[src/rtl/linebuffer_ctrl.sv]
// Sequencer for the sliding-window linebuffer: accepts a raster pixel stream,
// drives linebuffer write/read enables and flags positions that complete a full window.
module linebuffer_ctrl #(
  parameter int DATA_W   = 8,
  parameter int KERNEL_W = 3,
  parameter int IMG_W    = 512,
  parameter int IMG_H    = 512,
  localparam int COL_W   = $clog2(IMG_W),
  localparam int ROW_W   = $clog2(IMG_H)
) (
  input  logic              clk_i,
  input  logic              arst_n_i,
  input  logic              start_i,
  input  logic [DATA_W-1:0] pix_data_i,
  input  logic              pix_valid_i,
  output logic              pix_ready_o,
  input  logic              out_ready_i,
  output logic [DATA_W-1:0] lb_data_o,
  output logic              lb_wr_valid_o,
  output logic              lb_rd_valid_o,
  output logic              win_valid_o,
  output logic [COL_W-1:0]  col_o,
  output logic [ROW_W-1:0]  row_o,
  output logic              busy_o,
  output logic              frame_done_o
);

  localparam logic [COL_W-1:0] COL_LAST = COL_W'(IMG_W - 1);
  localparam logic [ROW_W-1:0] ROW_LAST = ROW_W'(IMG_H - 1);
  localparam logic [COL_W-1:0] COL_KM1  = COL_W'(KERNEL_W - 1);
  localparam logic [ROW_W-1:0] ROW_KM1  = ROW_W'(KERNEL_W - 1);

  typedef enum logic [1:0] {S_IDLE, S_FILL, S_RUN, S_DONE} state_t;

  state_t            r_state;
  logic              r_busy;
  logic              r_frame_done;
  logic [COL_W-1:0]  r_col;
  logic [ROW_W-1:0]  r_row;
  logic [DATA_W-1:0] r_lb_data;
  logic              r_lb_wr;
  logic              r_lb_rd;
  logic              r_win;
  logic [COL_W-1:0]  r_col_o;
  logic [ROW_W-1:0]  r_row_o;

  logic w_ready;
  logic w_acc;
  logic w_col_last;
  logic w_row_last;
  logic w_fill_end;
  logic w_frame_end;

  assign w_ready     = ((r_state == S_FILL) || (r_state == S_RUN)) && out_ready_i;
  assign w_acc       = pix_valid_i && w_ready;
  assign w_col_last  = (r_col == COL_LAST);
  assign w_row_last  = (r_row == ROW_LAST);
  assign w_fill_end  = (r_state == S_FILL) && (r_row == ROW_KM1) && (r_col == '0);
  assign w_frame_end = (r_state == S_RUN) && w_col_last && w_row_last;

  always_ff @(posedge clk_i or negedge arst_n_i) begin
    if (!arst_n_i) begin
      r_state      <= S_IDLE;
      r_busy       <= 1'b0;
      r_frame_done <= 1'b0;
    end else begin
      case (r_state)
        S_IDLE: begin
          if (start_i) begin
            r_state <= S_FILL;
            r_busy  <= 1'b1;
          end
        end
        S_FILL: begin
          if (w_acc && w_fill_end) r_state <= S_RUN;
        end
        S_RUN: begin
          if (w_acc && w_frame_end) begin
            r_state      <= S_DONE;
            r_frame_done <= 1'b1;
          end
        end
        S_DONE: begin
          r_state      <= S_IDLE;
          r_busy       <= 1'b0;
          r_frame_done <= 1'b0;
        end
        default: begin
          r_state      <= S_IDLE;
          r_busy       <= 1'b0;
          r_frame_done <= 1'b0;
        end
      endcase
    end
  end

  // Position of the next pixel to be accepted; wraps to (0,0) after the frame's last pixel.
  always_ff @(posedge clk_i or negedge arst_n_i) begin
    if (!arst_n_i) begin
      r_col <= '0;
      r_row <= '0;
    end else if (w_acc) begin
      if (w_col_last) begin
        r_col <= '0;
        r_row <= w_row_last ? '0 : r_row + 1'b1;
      end else begin
        r_col <= r_col + 1'b1;
      end
    end
  end

  // The pixel that completes the fill (first pixel of row KERNEL_W-1) is also the first read.
  always_ff @(posedge clk_i or negedge arst_n_i) begin
    if (!arst_n_i) begin
      r_lb_data <= '0;
      r_lb_wr   <= 1'b0;
      r_lb_rd   <= 1'b0;
      r_win     <= 1'b0;
      r_col_o   <= '0;
      r_row_o   <= '0;
    end else begin
      r_lb_wr <= w_acc;
      r_lb_rd <= w_acc && ((r_state == S_RUN) || w_fill_end);
      r_win   <= w_acc && (r_row >= ROW_KM1) && (r_col >= COL_KM1);
      if (w_acc) begin
        r_lb_data <= pix_data_i;
        r_col_o   <= r_col;
        r_row_o   <= r_row;
      end
    end
  end

  assign pix_ready_o   = w_ready;
  assign lb_data_o     = r_lb_data;
  assign lb_wr_valid_o = r_lb_wr;
  assign lb_rd_valid_o = r_lb_rd;
  assign win_valid_o   = r_win;
  assign col_o         = r_col_o;
  assign row_o         = r_row_o;
  assign busy_o        = r_busy;
  assign frame_done_o  = r_frame_done;

endmodule

[config.mk]
export PLATFORM = sky130hd
export DESIGN_NAME = linebuffer_ctrl
export DESIGN_NICKNAME = d
export VERILOG_FILES = /design/src/rtl/linebuffer_ctrl.sv
export SDC_FILE = /design/constraint.sdc
export NUM_CORES = 1
export LEC_CHECK = 0
export CAP_MARGIN = 20
export CORE_MARGIN = 2
export CORE_UTILIZATION = 35
export DETAILED_ROUTE_END_ITERATION = 6
export PLACE_DENSITY = 0.56
export SKIP_CTS_REPAIR_TIMING = 1
export SYNTH_ARGS = -nofsm -noshare
export SYNTH_HDL_FRONTEND = slang
export SYNTH_SLANG_ARGS = --single-unit
export TNS_END_PERCENT = 1
[constraint.sdc]
create_clock -name clk_i -period 2.9 [get_ports clk_i]
set_input_delay 0.58 -clock clk_i [delete_from_list [all_inputs] [get_ports clk_i]]
set_output_delay 0.58 -clock clk_i [all_outputs]
set_load 0.03 [all_outputs]
=== Yosys cells after proc, flatten, opt, wreduce, memory -nomap -nowiden ===
Index checks and enable logic that the tools add are counted.

* Flip-flop bits (word level): 51
* Bits of input ports: 13
* Logic and storage cells: 55

* Add/subtract/negate cells: 2
* Magnitude comparators: 2
* Eq/ne operators: 9
* Multiplexer cells: 10
* Reductions and logical operators: 21

{| class="wikitable"
|+ Operators by type and width
! operator !! count
|-
| 9-bit by 1-bit adder with 9-bit output (second input constant) || 2
|-
| 9-bit equality test (second input constant) || 2
|-
| 9-bit by 2-bit greater-or-equal comparator with 1-bit output (second input constant) || 2
|-
| 9-bit two-way mux || 2
|-
| 1-bit logical AND || 11
|-
| 9-bit by 2-bit equality test with 1-bit output (second input constant) || 1
|-
| 9-bit logical NOT || 1
|-
| 2-bit one-hot mux with 4 select lines || 1
|-
| 2-bit two-way mux || 3
|-
| 2-bit AND reduction || 3
|-
| 2-bit equality test (second input constant) || 2
|-
| 2-bit by 1-bit inequality test with 1-bit output (second input constant) || 2
|-
| 1-bit one-hot mux with 2 select lines || 2
|-
| 2-bit nonzero test || 2
|-
| 3-bit AND reduction || 1
|-
| 2-bit by 1-bit equality test with 1-bit output (second input constant) || 1
|-
| 2-bit logical NOT || 1
|-
| 1-bit logical OR || 2
|-
| 1-bit two-way mux || 2
|-
| 2-bit inequality test (second input constant) || 1
|}

=== Longest topological paths before layout ===
* Depth after elaboration: 7
* Mapped depth: 10
* Gate-level depth less buffers: 9

=== Worst setup path after synthesis ===
Ideal clock, no wire load.

* Path kind: register -> register
* Start point: register r_col[1]
* End point: register r_state[1]
* Library setup time: 0.069 ns
* Arrival time: 2.313 ns
* Setup slack: 0.518 ns
* Cell stages (with the launch flop): 10
* Path buffers: 1
* Cells stage by stage: dfrtp_1 > ha_1 > and3_2 > and4_1 > ha_1 > clkbuf_1 > nand4_1 > o21ai_0 > or4b_1 > nand3_1

* Cells in the longest elaborated chain, start to end: 6

{| class="wikitable"
|+ Ends and longest elaborated chain
! item !! RTL line !! RTL
|-
| start, declared || 38 || <nowiki>logic [COL_W-1:0] r_col;</nowiki>
|-
| start signal, assigned || 107 || <nowiki>r_col <= r_col + 1'b1;</nowiki>
|-
| 9-bit equality test || 56 || <nowiki>assign w_col_last = (r_col == COL_LAST);</nowiki>
|-
| 1-bit logical AND (2 in series) || 59 || <nowiki>assign w_frame_end = (r_state == S_RUN) && w_col_last && w_row_last;</nowiki>
|-
| 1-bit logical AND || 78 || <nowiki>if (w_acc && w_frame_end) begin</nowiki>
|-
| 2-bit by 1-bit inequality test with 1-bit output (no source line) || -- ||
|-
| 3-bit AND reduction (no source line) * || -- ||
|-
| end signal, assigned || 63 || <nowiki>r_state <= S_IDLE;</nowiki>
|-
| end signal, assigned || 79 || <nowiki>r_state <= S_DONE;</nowiki>
|-
| end signal, assigned || 84 || <nowiki>r_state <= S_IDLE;</nowiki>
|-
| end, declared || 35 || <nowiki>state_t r_state;</nowiki>
|}

Every way passes the cells marked *; elsewhere a longest branch is shown, timed or not.
A chain may end at the register's enable or synchronous reset.

=== Worst setup path after layout ===
* Start point: register r_state[1]
* End point: output port pix_ready_o

* Cells in the longest elaborated chain, start to end: 3

{| class="wikitable"
|+ Ends and longest elaborated chain
! item !! RTL line !! RTL
|-
| start signal, assigned || 63 ||
|-
| start signal, assigned || 70 || <nowiki>r_state <= S_FILL;</nowiki>
|-
| start signal, assigned || 75 || <nowiki>if (w_acc && w_fill_end) r_state <= S_RUN;</nowiki>
|-
| 2-bit by 1-bit equality test with 1-bit output or 2-bit equality test (tied branches) || 54 || <nowiki>assign w_ready = ((r_state == S_FILL) || (r_state == S_RUN)) && out_ready_i;</nowiki>
|-
| 1-bit logical OR * || 54 ||
|-
| 1-bit logical AND * || 54 ||
|-
| end, declared || 16 || <nowiki>output logic pix_ready_o,</nowiki>
|}

Marks and branches as above.

==> impl_summary.txt <==
----------------------------------------------------
[Timing]
  Worst Tran Pin Value ... 0.7183 ns
  Summed negative setup slack over all endpoints ... 0 ns
  Rel. slew slack ... 52.11%
  Highest clock frequency the design can meet ... around 380 MHz
  Shortest period the worst path allows ... 2.623 ns
  Fin Clk Skew ... 0.004711 ns
  Setup ws final ... 0.2772 ns
  Unrepaired setup endpoints after global routing ... false
  Max-slew violation total from the final report ... 0
  Period utilization ... between 90% and 100%
  Setup violation total in the final timing report ... 0
  Final Hold Fails ... 0

[Worst setup path]
  Arrival @ worst endpoint ... 2.04 ns
  Required time worst endpoint ... between 2 and 2.5 ns
  Critical path fanouts, max ... 6
  Crit. Startpoint ... r_state[1]$_DFFE_PN0P_
  Crit start category ... flop
  R2r startpoint ... r_col[1]$_DFFE_PN0P_
  Category of the worst setup path capture point ... output port
  Crit Path Category ... flop to output port

[Worst hold path]
  Hold WC Path Type ... input pin to async pin

[GRT]
  GRT Resource Usage Total ... ~15%
  Maximum number of pins on one net before global-route repair ... 38
  Initial antenna violation count ... 0
  Via count of the first global-routing pass ... 1,902
  GRT overflow ... 0
  Wire length of the first global-routing pass ... between 8000 and 9000 um

[Synth]
  Fraction of the yosys area taken by sequential cells ... 53.21%
  Summed instance area of the synthesized netlist ... 2399 um2
  Synth Area per Inst ... 9.190 um2
  Number of synthesized register bits ... between 50 and 60
  Nets in the synthesized netlist ... between 200 and 300
  Number of distinct library cells after synthesis ... 38
  Number of synthesis warnings ... 0
  Cell count after synthesis ... 261

[Route]
  Average routed wire per standard cell ... approximately 13 um
  Detailed Routing Iterations Pass 1 ... 4
  Vias per cell ... slightly below 5
  Final WL ... 5142 um
  Vias after detailed routing ... 1,911
  Detailed Route Iter0 Violations ... 62
  Residual DRC ... 0
  Number of nets still failing antenna checks after routing ... 0

[Clock network]
  Clock edge transition at the registers on the reported setup and hold paths ... ~0.090 ns
  CTS buffer count ... 5
  Clock H-tree levels ... 2
  Clock Sink Count ... 51
  Maximum buffer depth of the clock tree ... 2
  CTS tree ... done
  Clock latency reported for the late side of the worst-skew pair ... 0.30 ns
  Root Buffer Master ... sky130_fd_sc_hd__clkbuf_8

[Power and ir drop]
  P_leak ... around 1.4 nW
  P per Cell Area ... 818.1 nW/um2
  Peak VDD IR ... 0.4322 mV

[Layout]
  Count of antenna diodes in the layout ... 0
  Finished Layout Cells ... 389
  Count of fill cells added during filler insertion ... 672
  Area grow syn2layout ... 26.92%
  Layout Nets ... 333
  Top library cells by usage in the layout, fill and taps aside ... 87 x sky130_fd_sc_hd__nand2_1, 51 x sky130_fd_sc_hd__dfrtp_1, 43 x sky130_fd_sc_hd__clkdlybuf4s50_1, 22 x sky130_fd_sc_hd__o21ai_0, 12 x sky130_fd_sc_hd__ha_1
  Most frequent standard cell in the layout excluding fill and tap cells ... sky130_fd_sc_hd__nand2_1
  Fraction of layout cells with a size suffix above 1 ... approximately 6.8%

[Floorplan]
  Floorplan die width ... 86.78 um
  Initial standard-cell utilization of the core ... 35.70%
  Placeable core region ... between 6000 and 7000 um2
  Die height ... roughly 87 um
  Total die area ... 7531 um2
  Row count ... 30
  Top Ports ... 45

[Place]
  GPL Wtd Cong ... 0.8127
  Detailed-placement wirelength estimate ... 3638 um
  Pre-CTS setup slack ... roughly 0.44 ns
  Input/output buffers ... 44
  DP Cell Count ... between 300 and 400

[Run status]
  Run status ... finished, final reports clean

[Run]
  Max capacitance violation total ... 0

----------------------------------------------------
==> worst max-delay path, cell delays in order (launching register included) <==
cell and delay (ns):
sky130_fd_sc_hd__dfrtp_1 0.45, sky130_fd_sc_hd__inv_1 0.11, sky130_fd_sc_hd__ha_1 0.37, sky130_fd_sc_hd__and2_1 0.15
sky130_fd_sc_hd__clkdlybuf4s50_1 0.67
==> sequential cells by signal, summed over array words and instances, names as in the netlist <==
register and flops:
frame_done_o 1, row_o 9, r_row 9, busy_o 1
lb_rd_valid_o 1, col_o 9, r_col 9, win_valid_o 1
r_state 2, lb_wr_valid_o 1, lb_data_o 8
==> path summary, 6_finish.rpt <==
| check | to | cells after the start | slack (ns) |
|---|---|---|---|
| worst max-delay path | pix_ready_o | 4 | 0.28 |
| min in group clk_i | col_o[5]$_DFFE_PN0P_ | 2 | 0.48 |
| worst min register to register | col_o[5]$_DFFE_PN0P_ | 2 | 0.48 |
| worst max register to register | r_state[1]$_DFFE_PN0P_ | 8 | 0.48 |
| worst min-delay path | col_o[6]$_DFFE_PN0P_ | 1 | 0.32 |
| max in group asynchronous | r_row[0]$_DFFE_PN0P_ | 2 | 1.94 |
==> power by group <==
part,switching (mW),total [mW],internal (mW)
clock,0.230,0.448,0.217
sequential,0.126,0.998,0.873
combinational,0.622,1.04,0.423
total,0.978,2.49,1.51
==> cells by family after synthesis <==
logic type      after synthesis  share of synthesized area [%]
mux                           4                          1.826
compound gates               39                          9.599
fa+ha+maj                    12                          6.260
flops                        51                          53.21
simple gates                134                          25.35
xor+xnor                      2                         0.7304
buf+inv                      19                          3.025
==> routing by layer <==
metal  GRT usage [%]  wire length, um
met5               0                0
met4           4.688               59
met3           2.857              120
met2           22.97             2359
met1           20.82             2602
==> through the flow <==
| step | util (%) | hold WS (ns) | instance area, um2 | power, mW |
|---|---|---|---|---|
| floorplan | - | 0.2844 | 2399 | 1.653 |
| CTS | 45.31 | 0.3545 | 3044 | 2.527 |
| global placement | 43.76 | 0.4581 | 2940 | 2.058 |
| finish | 45.31 | 0.3211 | 3044 | 2.490 |
| detailed placement | 43.76 | 0.4619 | 2940 | 2.068 |
| global route | 45.31 | 0.3795 | 3044 | 2.675 |
==> cell type report <==
type,count,area (um2),share of cell area (%)
sequential,51,1276,41.92
clock buffer,7,96.34,3.165
inverter,9,33.78,1.110
clock inverter,1,7.507,0.2466
timing repair buffer,50,480.5,15.78
multi-input combinational,191,1050,34.48
tap,80,100.1,3.288
==> cell usage after synthesis <==
cell type / instances / area, um2
sky130_fd_sc_hd__a211oi_1: 1 / 7.510
sky130_fd_sc_hd__a21oi_1: 4 / 20.02
sky130_fd_sc_hd__a31oi_1: 2 / 12.51
sky130_fd_sc_hd__a41oi_1: 1 / 8.760
sky130_fd_sc_hd__and2_1: 3 / 18.77
sky130_fd_sc_hd__and3_1: 2 / 12.51
sky130_fd_sc_hd__and3_2: 1 / 7.510
sky130_fd_sc_hd__and4_1: 2 / 17.52
sky130_fd_sc_hd__buf_1: 1 / 3.750
sky130_fd_sc_hd__buf_2: 1 / 5.000
sky130_fd_sc_hd__clkbuf_1: 8 / 30.03
sky130_fd_sc_hd__dfrtp_1: 51 / 1276
sky130_fd_sc_hd__ha_1: 12 / 150.1
sky130_fd_sc_hd__inv_1: 9 / 33.78
sky130_fd_sc_hd__mux2_2: 3 / 33.78
sky130_fd_sc_hd__mux2i_1: 1 / 10.01
sky130_fd_sc_hd__nand2_1: 87 / 326.6
sky130_fd_sc_hd__nand2b_1: 1 / 6.260
sky130_fd_sc_hd__nand3_1: 8 / 40.04
sky130_fd_sc_hd__nand3b_1: 1 / 7.510
sky130_fd_sc_hd__nand4_1: 3 / 18.77
sky130_fd_sc_hd__nor2_1: 8 / 30.03
sky130_fd_sc_hd__nor2b_1: 1 / 6.260
sky130_fd_sc_hd__nor3_1: 5 / 25.02
sky130_fd_sc_hd__nor3b_1: 1 / 7.510
sky130_fd_sc_hd__nor4_1: 3 / 18.77
sky130_fd_sc_hd__o211a_1: 2 / 20.02
sky130_fd_sc_hd__o211ai_1: 1 / 7.510
sky130_fd_sc_hd__o21a_1: 1 / 7.510
sky130_fd_sc_hd__o21ai_0: 22 / 110.1
sky130_fd_sc_hd__o221ai_1: 1 / 8.760
sky130_fd_sc_hd__o22ai_1: 2 / 12.51
sky130_fd_sc_hd__o31ai_1: 2 / 15.01
sky130_fd_sc_hd__or3_1: 4 / 25.02
sky130_fd_sc_hd__or4_1: 1 / 7.510
sky130_fd_sc_hd__or4_4: 2 / 22.52
sky130_fd_sc_hd__or4b_1: 1 / 10.01
sky130_fd_sc_hd__xnor2_1: 2 / 17.52
Note: power is estimated with default switching activity, not from simulation.
==> RTL change 1, RTL diff (config.mk and constraints unchanged) <==
Set the parameter `IMG_W` to 1024 (it was 512).
--- a/src/rtl/linebuffer_ctrl.sv
+++ b/src/rtl/linebuffer_ctrl.sv
@@ -3,7 +3,7 @@
 module linebuffer_ctrl #(
   parameter int DATA_W   = 8,
   parameter int KERNEL_W = 3,
-  parameter int IMG_W    = 512,
+  parameter int IMG_W    = 1024,
   parameter int IMG_H    = 512,
   localparam int COL_W   = $clog2(IMG_W),
   localparam int ROW_W   = $clog2(IMG_H)
Interface: changed (resized col_o); port bits go from 45 to 46. The function was not compared with the original's and may differ.
==> RTL change 1 against the unedited design <==
  * Routed wire length fell by 3.7%
  * Count of clock-buffer cells in the layout fell by 2
  * Cell area rose by 0.66%
  * Final cell count rose by 0.77%
  * Sequential cell count rose by 2
  * Area after synthesis fell by 0.16%
  * Utilization rose by 0.30 points
  * Setup slack improved by 0.13 ns
  * First-iteration DRC count fell by 27%
  * Critical path type unchanged
  * Highest routed layer unchanged
Power is not compared: it rests on default switching activity, and its combinational part moved more than twofold at a synthesized area within 25%.
==> RTL change 1: results (changes against the unedited design) <==
metric	value	unit	change
synth-seq-area-share	0.5538		+0.02173
grt_usage	0.1433		-0.004637
register_area	1326	um^2	+3.9%
multi_input_area	994.7	um^2	-5.2%
outcome	completed		
cts_inserted_buffers	5		unchanged
synth_area_leaders	dfrtp_1 55%, nand2_1 16%, ha_1 5.7%		
grt_max_degree	38		unchanged
grt_util_met1	0.2036		-0.004596
dp_hpwl	3486	um	-4.2%
drt-initial-drc-count	45		-27%
synthCells	262		+0.38%
grt_pass1_vias	1770		-6.9%
htree_levels	2		unchanged
nNonClkInverters	9		unchanged
cts_buffer_depth	2		unchanged
synth_nets	286		unchanged
leakage	1.451	nW	
fin_worst_skew	0.005447	ns	+0.0007361 ns
yosys_warnings	0		unchanged
hold_class	in2async		
buffer_area_frac	0.1650		+0.007135
max_stage_delay	0.66	ns	
route.met3.wl	230	um	+92%
highest_layer	met4		
port_buffers	45		+2.3%
met3_usage	0.03333		+0.004762
cp_slowest_cell	clkdlybuf4s50_1		
grt_pass1_wl	8562	um	-3.8%
final_cell_count_no_fill	392		+0.77%
num_vias	1862		-2.6%
m1WireLength	2595	um	-0.27%
irDropWorstVdd	0.0002010	V	
antenna_found_initial	0		unchanged
place_congestion	0.7579		-6.7%
grtUsageMet2	0.2203		-0.009422
async_reset_ff_frac	1.000		unchanged
fillerInstances	667		-0.74%
cp_max_fo	4		-2
synth_ff_type	dfrtp_1		
worst-endpoint-arrival	1.91	ns	-0.13 ns
multi_input_comb_cells	190		-0.52%
ys_types	31		-18%
wl_per_cell	12.63	um	-4.4%
buffers	53		+6.0%
clk_share	0.03389		-0.0002229
clk_latency	0.30	ns	about the same
clk_pin_slew_worst_paths	0.09	ns	about the same
clock-root-buffer	clkbuf_8		
layout-drive-gt1-share	0.07051		+0.002552
worstMarginPinSlew	0.4775	ns	-0.2408 ns
diodes	0		unchanged
cpLargestDelayFamily	buffers and inverters		
synth_top_cells_by_count	100 x nand2_1, 53 x dfrtp_1, 13 x o21ai_0, 12 x nor3_1, 11 x ha_1		
layout.nets	336		+0.90%
routed-wl-met2	2074	um	-12%
synth-seq-cells	53		+3.9%
max-cap-violations	0		unchanged
RTL change 1: changes by cell type in the layout (fill, tap and decap cells not counted), moves of 3 or more:
cell	before	now
a21oi_1	4	7
or2_2	0	3
xor2_1	0	4
o21ai_0	22	13
nand2_1	87	100
or3_1	4	0
nor3_1	5	12
RTL change 1: where the power goes:
part | internal [mW] | switching (mW) | leakage (nW)
logic | 0.142 | 0.201 | 0.705
registers | 0.809 | 0.0687 | 0.692
clock network | 0.251 | 0.230 | 0.0540
total | 1.20 | 0.501 | 1.45
RTL change 1: kinds of logic after synthesis:
group | after synthesis | share of synthesized area
AOI/OAI and AO/OA | 30 | 0.07419
xor gates and xnor gates | 7 | 0.02560
adders and majority gates | 11 | 0.05747
buffers and inverters | 19 | 0.03082
DFF | 53 | 0.5538
muxes | 1 | 0.004702
and+or+nand+nor | 141 | 0.2534
RTL change 1: worst paths after layout:
| kind | slack [ns] | end | startpoint | cells after the start |
|---|---|---|---|---|
| hold reg to reg | 0.48 | lb_data_o[4] | lb_data_o[4] | 2 |
| max in group asynchronous | 2.06 | r_col[3] | arst_n_i | 2 |
| hold / removal | 0.22 | lb_data_o[0] | arst_n_i | 1 |
| min in group clk_i | 0.48 | lb_data_o[4] | lb_data_o[4] | 2 |
| setup reg to reg | 0.53 | r_row[7] | r_state[0] | 7 |
| setup / recovery | 0.41 | pix_ready_o | r_state[0] | 4 |
RTL change 1: per-stage QoR:
step / area (um^2) / setup slack [ns] / utilization / hold WS, ns
floorplan: 2395 / 0.6747 / - / 0.2844
global placement: 2960 / 0.3350 / 0.4406 / 0.4577
detailed placement: 2960 / 0.2860 / 0.4406 / 0.4633
CTS: 3064 / 0.3933 / 0.4561 / 0.2412
global route: 3064 / 0.3254 / 0.4561 / 0.2476
finish: 3064 / 0.4094 / 0.4561 / 0.2249
==> RTL change 2, RTL diff (same flow settings) <==
Made on the original files. Re-encode `state_t` (4 states) as Gray code, 2 bits wide.
--- a/src/rtl/linebuffer_ctrl.sv
+++ b/src/rtl/linebuffer_ctrl.sv
@@ -30,7 +30,7 @@
   localparam logic [COL_W-1:0] COL_KM1  = COL_W'(KERNEL_W - 1);
   localparam logic [ROW_W-1:0] ROW_KM1  = ROW_W'(KERNEL_W - 1);
 
-  typedef enum logic [1:0] {S_IDLE, S_FILL, S_RUN, S_DONE} state_t;
+  typedef enum logic [1:0] {S_IDLE = 2'b00, S_FILL = 2'b01, S_RUN = 2'b11, S_DONE = 2'b10} state_t;
 
   state_t            r_state;
   logic              r_busy;
Behaviour: same outputs for any inputs over 10 cycles, from zero or initial values and one cycle with arst_n_i low; not proved beyond that.
==> RTL change 2 against the unedited design <==
  * Sequential cell count did not move
  * Largest cell class unchanged
  * Maximum frequency rose by 3.1%
  * Routed wire length rose by 1.8%
  * Sequential share of layout area rose by 0.63 points
  * Power fell by 16%
  * Cell area fell by 1.5%
  * Synthesized cell count fell by 3.1%
  * Setup slack improved by 0.079 ns
  * Area after synthesis fell by 1.6%
  * Highest routed layer unchanged
  * First-iteration DRC count rose by 82%
==> RTL change 2: results (changes against the unedited design) <==
metric	value	unit	change
synth-seq-area-share	0.5405		+0.008459
drt-initial-drc-count	113		+82%
grt_pass1_vias	1764		-7.3%
place_congestion	0.7664		-5.7%
clock_power_share	0.245		+0.065
met3_usage	0.03080		+0.002227
outcome	completed		
ys_types	35		-7.9%
leakage	1.406	nW	-2.6%
place_ws	0.3535	ns	-0.08479 ns
fin_worst_skew	0.007205	ns	+0.002494 ns
grtUsageMet2	0.2269		-0.002781
grt_pass1_wl	8790	um	-1.2%
placedCellCount	367		-3.7%
irDropWorstVdd	0.0003199	V	-26%
internal_power	1.362	mW	-10%
vias_per_cell	5.067		+3.1%
powerComb	647	uW	-38%
synth_area_leaders	dfrtp_1 54%, nand2_1 12%, ha_1 3.7%		
worst-endpoint-arrival	1.96	ns	-0.08 ns
synthCells	253		-3.1%
cp-startpoint	out_ready_i		
wl_per_cell	13.97	um	+5.6%
synth_top_cells_by_count	76 x nand2_1, 51 x dfrtp_1, 15 x o21ai_0, 12 x inv_1, 10 x nand3_1		
yosys_warnings	0		unchanged
synth_nets	273		-4.5%
port_buffers	44		unchanged
grt_usage	0.1480		about the same
layout-drive-gt1-share	0.08389		+0.01593
grt_util_met1	0.2169		+0.008679
layout.nets	317		-4.8%
antenna_found_initial	0		unchanged
dp_hpwl	3716	um	+2.1%
final_cell_count_no_fill	375		-3.6%
worstMarginPinSlew	0.7085	ns	-0.009773 ns
cp_max_fo	5		-1
clock_net_power	509	uW	+14%
-- RTL change 2: cell types whose count changed in the layout (fill, tap and decap cells not counted), sizes merged, moves of 3 or more --
cell | unedited run | this run
nand2 | 87 | 77
a311o | 0 | 5
ha | 12 | 7
inv | 9 | 14
o21ai | 22 | 17
nand3 | 8 | 12
o311ai | 0 | 4
buf | 7 | 10
o221ai | 1 | 4
or4 | 3 | 0
-- RTL change 2: layer usage --
metal  vias to the layer above  part of all wire
met2                        36              0.48
met5                         -                 0
met1                       909              0.47
met4                         0            0.0027
met3                         2             0.038
li1                        953                 -
-- RTL change 2: final cells by class --
| class | instances | area, um^2 |
|---|---|---|
| tap | 77 | 96.34 |
| clock inverter | 3 | 46.29 |
| inverter | 13 | 48.80 |
| clock buffer | 5 | 68.82 |
| sequential | 51 | 1276 |
| fill | 623 | 3423 |
| timing repair buffer | 53 | 503.0 |
| multi-input combinational | 173 | 959.7 |
-- RTL change 2: final timing paths --
path / end / slack (ns) / depth (start not counted)
setup / recovery: pix_ready_o / 0.36 / 3
hold / removal: row_o[7] / 0.32 / 1
setup reg to reg: r_row[5] / 0.72 / 7
hold reg to reg: lb_data_o[5] / 0.48 / 2
max in group asynchronous: frame_done_o / 1.95 / 2
min in group clk_i: lb_data_o[5] / 0.48 / 2
-- RTL change 2: logic make-up (layout without fill, tap and decap cells) --
group | count (synthesis) | after routing | share of synthesized area
AND/OR/NAND/NOR | 125 | 125 | 0.2432
flip-flops | 51 | 51 | 0.5405
AO/OA/AOI/OAI | 40 | 40 | 0.1214
buffers and inverters | 29 | 74 | 0.05299
adder cells (fa/ha/maj) | 7 | 7 | 0.03709
multiplexers | 1 | 1 | 0.004769
